--- config.mk ---
export PLATFORM = sky130hd
export DESIGN_NAME = alu_seq_exec
export DESIGN_NICKNAME = d
export VERILOG_FILES = /design/src/rtl/alu_seq_exec.sv
export SDC_FILE = /design/constraint.sdc
export NUM_CORES = 1
export LEC_CHECK = 0
export BUFFER_PORTS_ARGS = -buffer_cell sky130_fd_sc_hd__buf_2
export CAP_MARGIN = 15
export CORE_MARGIN = 5
export CORE_UTILIZATION = 65
export DETAILED_ROUTE_END_ITERATION = 10
export GPL_TIMING_DRIVEN = 0
export PLACE_DENSITY = 0.87
export SLEW_MARGIN = 25
export SYNTH_ARGS = -nofsm -noshare
export SYNTH_HDL_FRONTEND = slang
export SYNTH_SLANG_ARGS = --single-unit
--- constraint.sdc ---
create_clock -name clk -period 3.64 [get_ports clk]
set_input_delay 0.364 -clock clk [delete_from_list [all_inputs] [get_ports clk]]
set_output_delay 0.364 -clock clk [all_outputs]
set_load 0.01 [all_outputs]
--- src/rtl/alu_seq_exec.sv ---
// ---------------------------------------------------------------------------
// alu_seq_exec
//   Multi-cycle execute unit fed by the ALU opcode decoder. An opcode and two
//   operands arrive over a valid/ready handshake; the result and a zero flag
//   leave over a second valid/ready handshake toward writeback/branch logic.
//   Shifts iterate one bit per cycle through a single-position shifter so no
//   barrel shifter is built; every other opcode completes in one cycle.
//
// Ports
//   clk        rising-edge clock
//   rst_n      asynchronous active-low reset
//   flush      synchronous abort: return to IDLE and drop any op in flight
//   in_valid   opcode/operands valid
//   in_ready   unit can accept (high only in IDLE)
//   opcode     4-bit ALU opcode
//   a, b       operands; shift amount is b[SHW-1:0]
//   out_valid  result valid (HOLD state)
//   out_ready  consumer accepts result
//   result     registered result
//   zero       result == 0, derived combinationally from the result register
// ---------------------------------------------------------------------------
module alu_seq_exec #(
    parameter int XLEN = 32,
    parameter int SHW  = $clog2(XLEN)
) (
    input  logic            clk,
    input  logic            rst_n,
    input  logic            flush,
    input  logic            in_valid,
    output logic            in_ready,
    input  logic [3:0]      opcode,
    input  logic [XLEN-1:0] a,
    input  logic [XLEN-1:0] b,
    output logic            out_valid,
    input  logic            out_ready,
    output logic [XLEN-1:0] result,
    output logic            zero
);

    localparam logic [3:0] OP_ADD = 4'b0000;
    localparam logic [3:0] OP_SUB = 4'b0001;
    localparam logic [3:0] OP_SLT = 4'b0010;
    localparam logic [3:0] OP_XOR = 4'b0011;
    localparam logic [3:0] OP_OR  = 4'b0100;
    localparam logic [3:0] OP_AND = 4'b0101;
    localparam logic [3:0] OP_SLL = 4'b0110;
    localparam logic [3:0] OP_SRL = 4'b0111;
    localparam logic [3:0] OP_SRA = 4'b1000;

    typedef enum logic [1:0] {
        S_IDLE,
        S_SHIFT,
        S_HOLD
    } state_t;

    typedef enum logic [1:0] {
        SH_LL,  // logical left
        SH_RL,  // logical right, zero fill
        SH_RA   // arithmetic right, sign fill
    } shtype_t;

    state_t          state, state_nxt;
    shtype_t         shtype, shtype_in;
    logic [XLEN-1:0] shreg;
    logic [XLEN-1:0] shreg_step;
    logic [XLEN-1:0] alu_res;
    logic [SHW-1:0]  count;
    logic [SHW-1:0]  shamt;
    logic            is_shift;
    logic            accept;
    logic            slt_bit;

    assign shamt   = b[SHW-1:0];
    assign slt_bit = ($signed(a) < $signed(b));
    assign accept  = in_valid & (state == S_IDLE) & ~flush;

    // -----------------------------------------------------------------------
    // One-cycle ALU. Shift opcodes yield `a` here, which is exactly the
    // result for a zero shift amount; non-zero shifts go through SHIFT.
    // -----------------------------------------------------------------------
    always_comb begin
        // NOTE: every signal written in a combinational block is given a
        // default first so no path leaves it unassigned (no latch).
        alu_res   = '0;
        is_shift  = 1'b0;
        shtype_in = SH_LL;
        case (opcode)
            OP_ADD: alu_res = a + b;
            OP_SUB: alu_res = a - b;
            OP_SLT: alu_res = {{(XLEN-1){1'b0}}, slt_bit};
            OP_XOR: alu_res = a ^ b;
            OP_OR:  alu_res = a | b;
            OP_AND: alu_res = a & b;
            OP_SLL: begin
                alu_res   = a;
                is_shift  = 1'b1;
                shtype_in = SH_LL;
            end
            OP_SRL: begin
                alu_res   = a;
                is_shift  = 1'b1;
                shtype_in = SH_RL;
            end
            OP_SRA: begin
                alu_res   = a;
                is_shift  = 1'b1;
                shtype_in = SH_RA;
            end
            default: alu_res = '0;  // unused codes: zero, no error
        endcase
    end

    // Single-position shifter used once per SHIFT cycle.
    always_comb begin
        shreg_step = shreg;
        case (shtype)
            SH_LL:   shreg_step = {shreg[XLEN-2:0], 1'b0};
            SH_RL:   shreg_step = {1'b0, shreg[XLEN-1:1]};
            SH_RA:   shreg_step = {shreg[XLEN-1], shreg[XLEN-1:1]};
            default: shreg_step = shreg;
        endcase
    end

    // -----------------------------------------------------------------------
    // FSM: state register
    // -----------------------------------------------------------------------
    always_ff @(posedge clk or negedge rst_n) begin
        if (!rst_n) begin
            state <= S_IDLE;
        end else begin
            // NOTE: sequential state uses non-blocking assignment so every
            // register samples pre-edge values regardless of block order.
            state <= state_nxt;
        end
    end

    // FSM: next state and handshake outputs
    always_comb begin
        state_nxt = state;
        in_ready  = 1'b0;
        out_valid = 1'b0;
        case (state)
            S_IDLE: begin
                in_ready = 1'b1;
                if (accept) begin
                    state_nxt = (is_shift && (shamt != '0)) ? S_SHIFT : S_HOLD;
                end
            end
            S_SHIFT: begin
                if (count == SHW'(1)) begin
                    state_nxt = S_HOLD;
                end
            end
            S_HOLD: begin
                out_valid = 1'b1;
                // No accept in the same cycle: IDLE is entered first.
                if (out_ready) begin
                    state_nxt = S_IDLE;
                end
            end
            default: state_nxt = S_IDLE;
        endcase
        // flush overrides everything; a HOLD+out_ready+flush is a drop.
        if (flush) begin
            state_nxt = S_IDLE;
        end
    end

    // -----------------------------------------------------------------------
    // Datapath registers. flush leaves them untouched so the last result
    // stays visible; reset clears them so no partial result survives.
    // -----------------------------------------------------------------------
    always_ff @(posedge clk or negedge rst_n) begin
        if (!rst_n) begin
            // NOTE: these are plain flops, not a memory array, so all of them
            // (operand register and count included) are reset.
            result <= '0;
            shreg  <= '0;
            count  <= '0;
            shtype <= SH_LL;
        end else if (!flush) begin
            case (state)
                S_IDLE: begin
                    if (accept) begin
                        if (is_shift && (shamt != '0)) begin
                            shreg  <= a;
                            count  <= shamt;
                            shtype <= shtype_in;
                        end else begin
                            result <= alu_res;
                        end
                    end
                end
                S_SHIFT: begin
                    shreg <= shreg_step;
                    count <= count - SHW'(1);
                    // count reaches 1 last, so it never wraps below zero.
                    if (count == SHW'(1)) begin
                        result <= shreg_step;
                    end
                end
                default: ;
            endcase
        end
    end

    assign zero = (result == '0);

endmodule
==> Word level (Yosys, flattened, before mapping) <==
Index checks and enable logic that the tools add are counted.
{ "word_totals": {"register_bits": 73, "in_bits": 73, "output_inout_bits": 35, "wordCells": 69} }
{ "classes": {"add_sub_neg": 3, "n_lt_le_gt_ge": 1, "eq_ne": 20, "muxes": 22, "bitwise": 6, "reduce_logical": 12} }
{ "op_table": {"columns": ["cell", "count"], "rows": [
  ["$pmux W32 S7", 1],
  ["$mux W32", 5],
  ["$pmux W32 S2", 2],
  ["$pmux W32 S3", 1],
  ["$add A32 B32 Y32", 1],
  ["$and A32 B32 Y32", 1],
  ["$logic_not A32 Y1", 1],
  ["$lt A32 B32 Y1", 1],
  ["$or A32 B32 Y32", 1],
  ["$sub A32 B32 Y32", 1],
  ["$xor A32 B32 Y32", 1],
  ["$eq A4 B3 Y1 const B", 4],
  ["$mux W2", 5],
  ["$mux W5", 2],
  ["$pmux W5 S2", 1],
  ["$ne A3 B3 Y1 const B", 3],
  ["$eq A4 B2 Y1 const B", 2],
  ["$reduce_and A4 Y1", 2],
  ["$ne A2 B2 Y1 const B", 3],
  ["$pmux W2 S3", 1],
  ["$eq A5 B1 Y1 const B", 1],
  ["$reduce_and A5 Y1", 1],
  ["$reduce_bool A5 Y1", 1],
  ["$sub A5 B1 Y5 const B", 1],
  ["other kinds (15)", 21]
]} }

==> Longest topological paths before layout <==
{ "depth": {"ltp_word": 8, "mapped_depth": 13, "depth_no_buf": 13} }

==> Worst setup path before layout <==
No wires, ideal clock.
{ "synth_path": {"kind": "input to register", "startpoint": "input port a[0]", "endpoint": "register result[26]", "setup_time_ns": 0.126, "arrival_time_ns": 2.887, "required_time_ns": 3.514, "slack_ns": 0.627, "stages": 11, "n_path_buf": 0, "path_cell_list": "ha_1 > fa_1 > a211oi_2 > o21ai_2 > a2111oi_4 > nor4_2 > a221oi_2 > o21a_2 > xnor2_1 > o221ai_1 > a221o_1"} }
{ "synth_between": {"elab_chain_len": 5, "word_cells_on_any_way": 6, "cone_classes": "2 x add/sub; 4 x mux"} }
{ "synth_rtl": {"columns": ["element", "line", "rtl"], "rows": [
  ["from (decl)", "32", "input logic [XLEN-1:0] a,"],
  ["$sub A32 B32 Y32 / $add A32 B32 Y32 (equally long branches)", "89, 88", null],
  ["$pmux W32 S7 *", "87", "case (opcode)"],
  ["$mux W32 *", "185", "if (is_shift && (shamt != '0)) begin"],
  ["$mux W32 *", "184", "if (accept) begin"],
  ["$pmux W32 S2 *", "182", "case (state)"],
  ["to (signal assigned)", "190", "result <= alu_res;"],
  ["to (signal assigned)", "199", "result <= shreg_step;"],
  ["to (decl)", "36", "output logic [XLEN-1:0] result,"]
]} }
Mark *: on every way between the ends. The rest lies on a longest branch, timed or not. The select of a mux whose other input is x is not followed.
A chain may end at the register's enable or synchronous reset.

==> Final worst setup path <==
{ "layout_path": {"startpoint": "input port a[0]", "endpoint": "register result[30]"} }
Same word-level chain as after synthesis.

==> metrics.cfg <==
[status]
status=finished, final reports clean

[floorplanning]
rows=45
core_area_um2=15000
die_y_um=133
dieArea_um2=17700
start_util=0.655
dieWidth_um=133
num_io_pins=108

[global_route]
grtUsageTotal=0.432
gr-total-overflow=0
grt_pass1_wl_um=60800
grt_start_max_net_pins=53
antenna_found_initial=3
grt_pass1_vias=11100

[route]
antenna_left=0
viasPerCell=7.03
routed_wl_um=39700
drcViolationCount=0
vias=11900
first_pass_iters=7
drt_iter0_drc=1939
wl_per_cell_um=23.6

[power_and_ir_drop]
vdd_drop_max_mv=0.299
power_leakage_nw=5.02
power_density_nw_per_um2=405
fin_total_pwr_mw=4.46

[clock_tree]
cts_sinks=73
clk_pin_slew_worst_paths_ns=0.06
htreeDepth=3
cts-buffers-inserted=9
cts.path.max_buffers=2
cts_tree=built
hold_buffers=1
post_cts_buffers=0
clock_latency_ns=0.35
cts_resized=0
cts_root_buffer=clkbuf_16

[sta]
fin_tns_setup_ns=0
rsz0062_at_grt=false
slew_viol_final=0
worstMarginPinSlew_ns=0.960
setup_viol=0
fin_skew_ns=0.00668
hold_violations=0
post-route-period-util=0.973
period_minus_slack_ns=3.54
fmax_mhz=282
relSlewSlack=0.360

[finish]
design_area_um2=11000
drive_gt1_frac=0.124
n_fill_cell=1273
multi_input_area_um2=7230
utilization=0.733
seqCellArea_um2=1830
syn2layout_area_growth_pct=12.0
fin_cells=1685
nets=1671

[yosys]
ys.flop_type=dfrtp_1
synth-async-reset-ratio=1.00
synth_top_area_cell=dfrtp_1
synth-edff-count=0
yosysWarningCount=0
synth_top_area_frac=0.185
synth.area.top_cells=dfrtp_1 (19%), ha_1 (13%), a21oi_1 (7.7%)
yosysSeqAreaShare=0.185
synth_seq_cells=73
yosysUniqueCellTypes=83
synth.avg_cell_area_um2=7.18
syn_area_um2=9850
synth_cells=1371
synth_fp_nets=1551

[placement]
dpl.cell_count=1667
dpl.hpwl_um=30600
port_buffers=107
place_congestion=1.03
dpl_cell_area_um2=10600

[setup_path]
critPathArrivalTime_ns=3.76
end_kind=register
worstSetupPathType=input pin to register
cp_max_fo=4
worstPathRequired_ns=3.86
cp-start-kind=input pin

[run]
maxCapViolations=0

[worst_hold_path]
min_path_type=input pin to register

[cell type report]
| class | instances | area share |
|---|---|---|
| diodes | 1 | 0.000227 |
| plain buffers | 89 | 0.0351 |
| clock buffers | 12 | 0.0242 |
| clock inverters | 4 | 0.00885 |
| inverters | 107 | 0.0364 |
| multi-input cells | 1102 | 0.656 |
| flip-flops and latches | 73 | 0.166 |
| well taps | 188 | 0.0213 |
| repair buffers | 109 | 0.0522 |
[cells by family (layout without fill, tap and decap cells)]
family	Yosys count	count (layout)	synth area share
AO/OA/AOI/OAI	544	544	0.360
AND/OR/NAND/NOR	406	406	0.193
buffers and inverters	196	321	0.0800
adder cells (fa/ha/maj)	107	107	0.137
flip-flops	73	73	0.185
multiplexers	24	24	0.0255
XOR/XNOR	21	21	0.0187
other	0	1	0
[registers in the layout (all words and copies together) (netlist names)]
signal  cells
result     32
shreg      32
count       5
shtype      2
state       2
[where the power goes]
| group | internal, mW | switching [mW] | leakage, nW |
|---|---|---|---|
| registers | 1.05 | 0.269 | 0.923 |
| logic | 0.779 | 1.29 | 3.92 |
| clock network | 0.726 | 0.357 | 0.175 |
| total | 2.55 | 1.91 | 5.02 |
[through the flow]
step / hold WS [ns] / setup slack [ns]
floorplan: 0.0684 / 0.627
CTS: 0.242 / 0.241
global route: 0.263 / 0.0396
finish: 0.241 / 0.0994
global placement: 0.485 / -0.0388
detailed placement: 0.280 / -0.0963
[worst paths after layout]
kind	start	end	slack (ns)	cells after the start
setup reg to reg	shtype[0]$_DFFE_PN0P_	result[15]$_DFFE_PN0P_	0.75	7
setup / recovery	a[0]	result[30]$_DFFE_PN0P_	0.1	14
min in group asynchronous	rst_n	shreg[8]$_DFFE_PN0P_	0.46	2
hold reg to reg	shreg[7]$_DFFE_PN0P_	shreg[7]$_DFFE_PN0P_	0.51	1
hold / removal	flush	state[0]$_DFFE_PN0P_	0.24	2
max in group asynchronous	rst_n	result[28]$_DFFE_PN0P_	2.62	3
[critical path, stage by stage]
cell and delay (ns):
buf_2 0.14, inv_1 0.08, ha_1 0.18, inv_1 0.06, fa_1 0.41, nor2b_1 0.18
o311ai_2 0.42, a2111oi_2 0.20, o21ai_1 0.43, a211oi_1 0.18, nor3_1 0.42, mux2i_1 0.16
a211oi_1 0.38, a21oi_1 0.12
[cell usage in the layout, fill, tap and decap left out, types with 19 or more instances in the layout]
| cell type | count |
|---|---|
| a21oi_1 | 152 |
| dfrtp_1 | 73 |
| o21ai_0 | 128 |
| nor2b_1 | 19 |
| buf_2 | 127 |
| nand2_1 | 118 |
| nor2_1 | 132 |
| a22oi_1 | 28 |
| inv_1 | 105 |
| ha_1 | 105 |
| o211ai_1 | 35 |
| nor3_1 | 31 |
| clkbuf_1 | 55 |
| a21o_1 | 29 |
| a211oi_1 | 26 |
[layer usage]
metal | vias up | track usage | part of all wire
met1 | 5328 | 0.566 | 0.37
met4 | 4 | 0.207 | 0.058
met3 | 237 | 0.133 | 0.15
met2 | 1067 | 0.651 | 0.42
met5 | - | 0 | 0.00053
li1 | 5216 | - | -
[synth_stat cells, drive strengths merged, types with 7 or more instances]
cell type / instances
nor3: 31
xnor2: 17
o21a: 12
or3: 11
o22ai: 7
ha: 105
a21oi: 154
o21bai: 9
a2111oi: 9
dfrtp: 73
inv: 107
mux2i: 15
o31ai: 17
nand3b: 7
mux2: 9
buf: 34
clkbuf: 55
a31oi: 15
nand4: 10
nor2: 132
nor2b: 19
nand3: 15
nand2: 118
o21ai: 136
a221oi: 10
a22oi: 28
nor4: 17
o211ai: 35
a211oi: 27
a21o: 29
and3: 7
nand2b: 17
a211o: 7
Note: power is estimated with default switching activity, not from simulation.
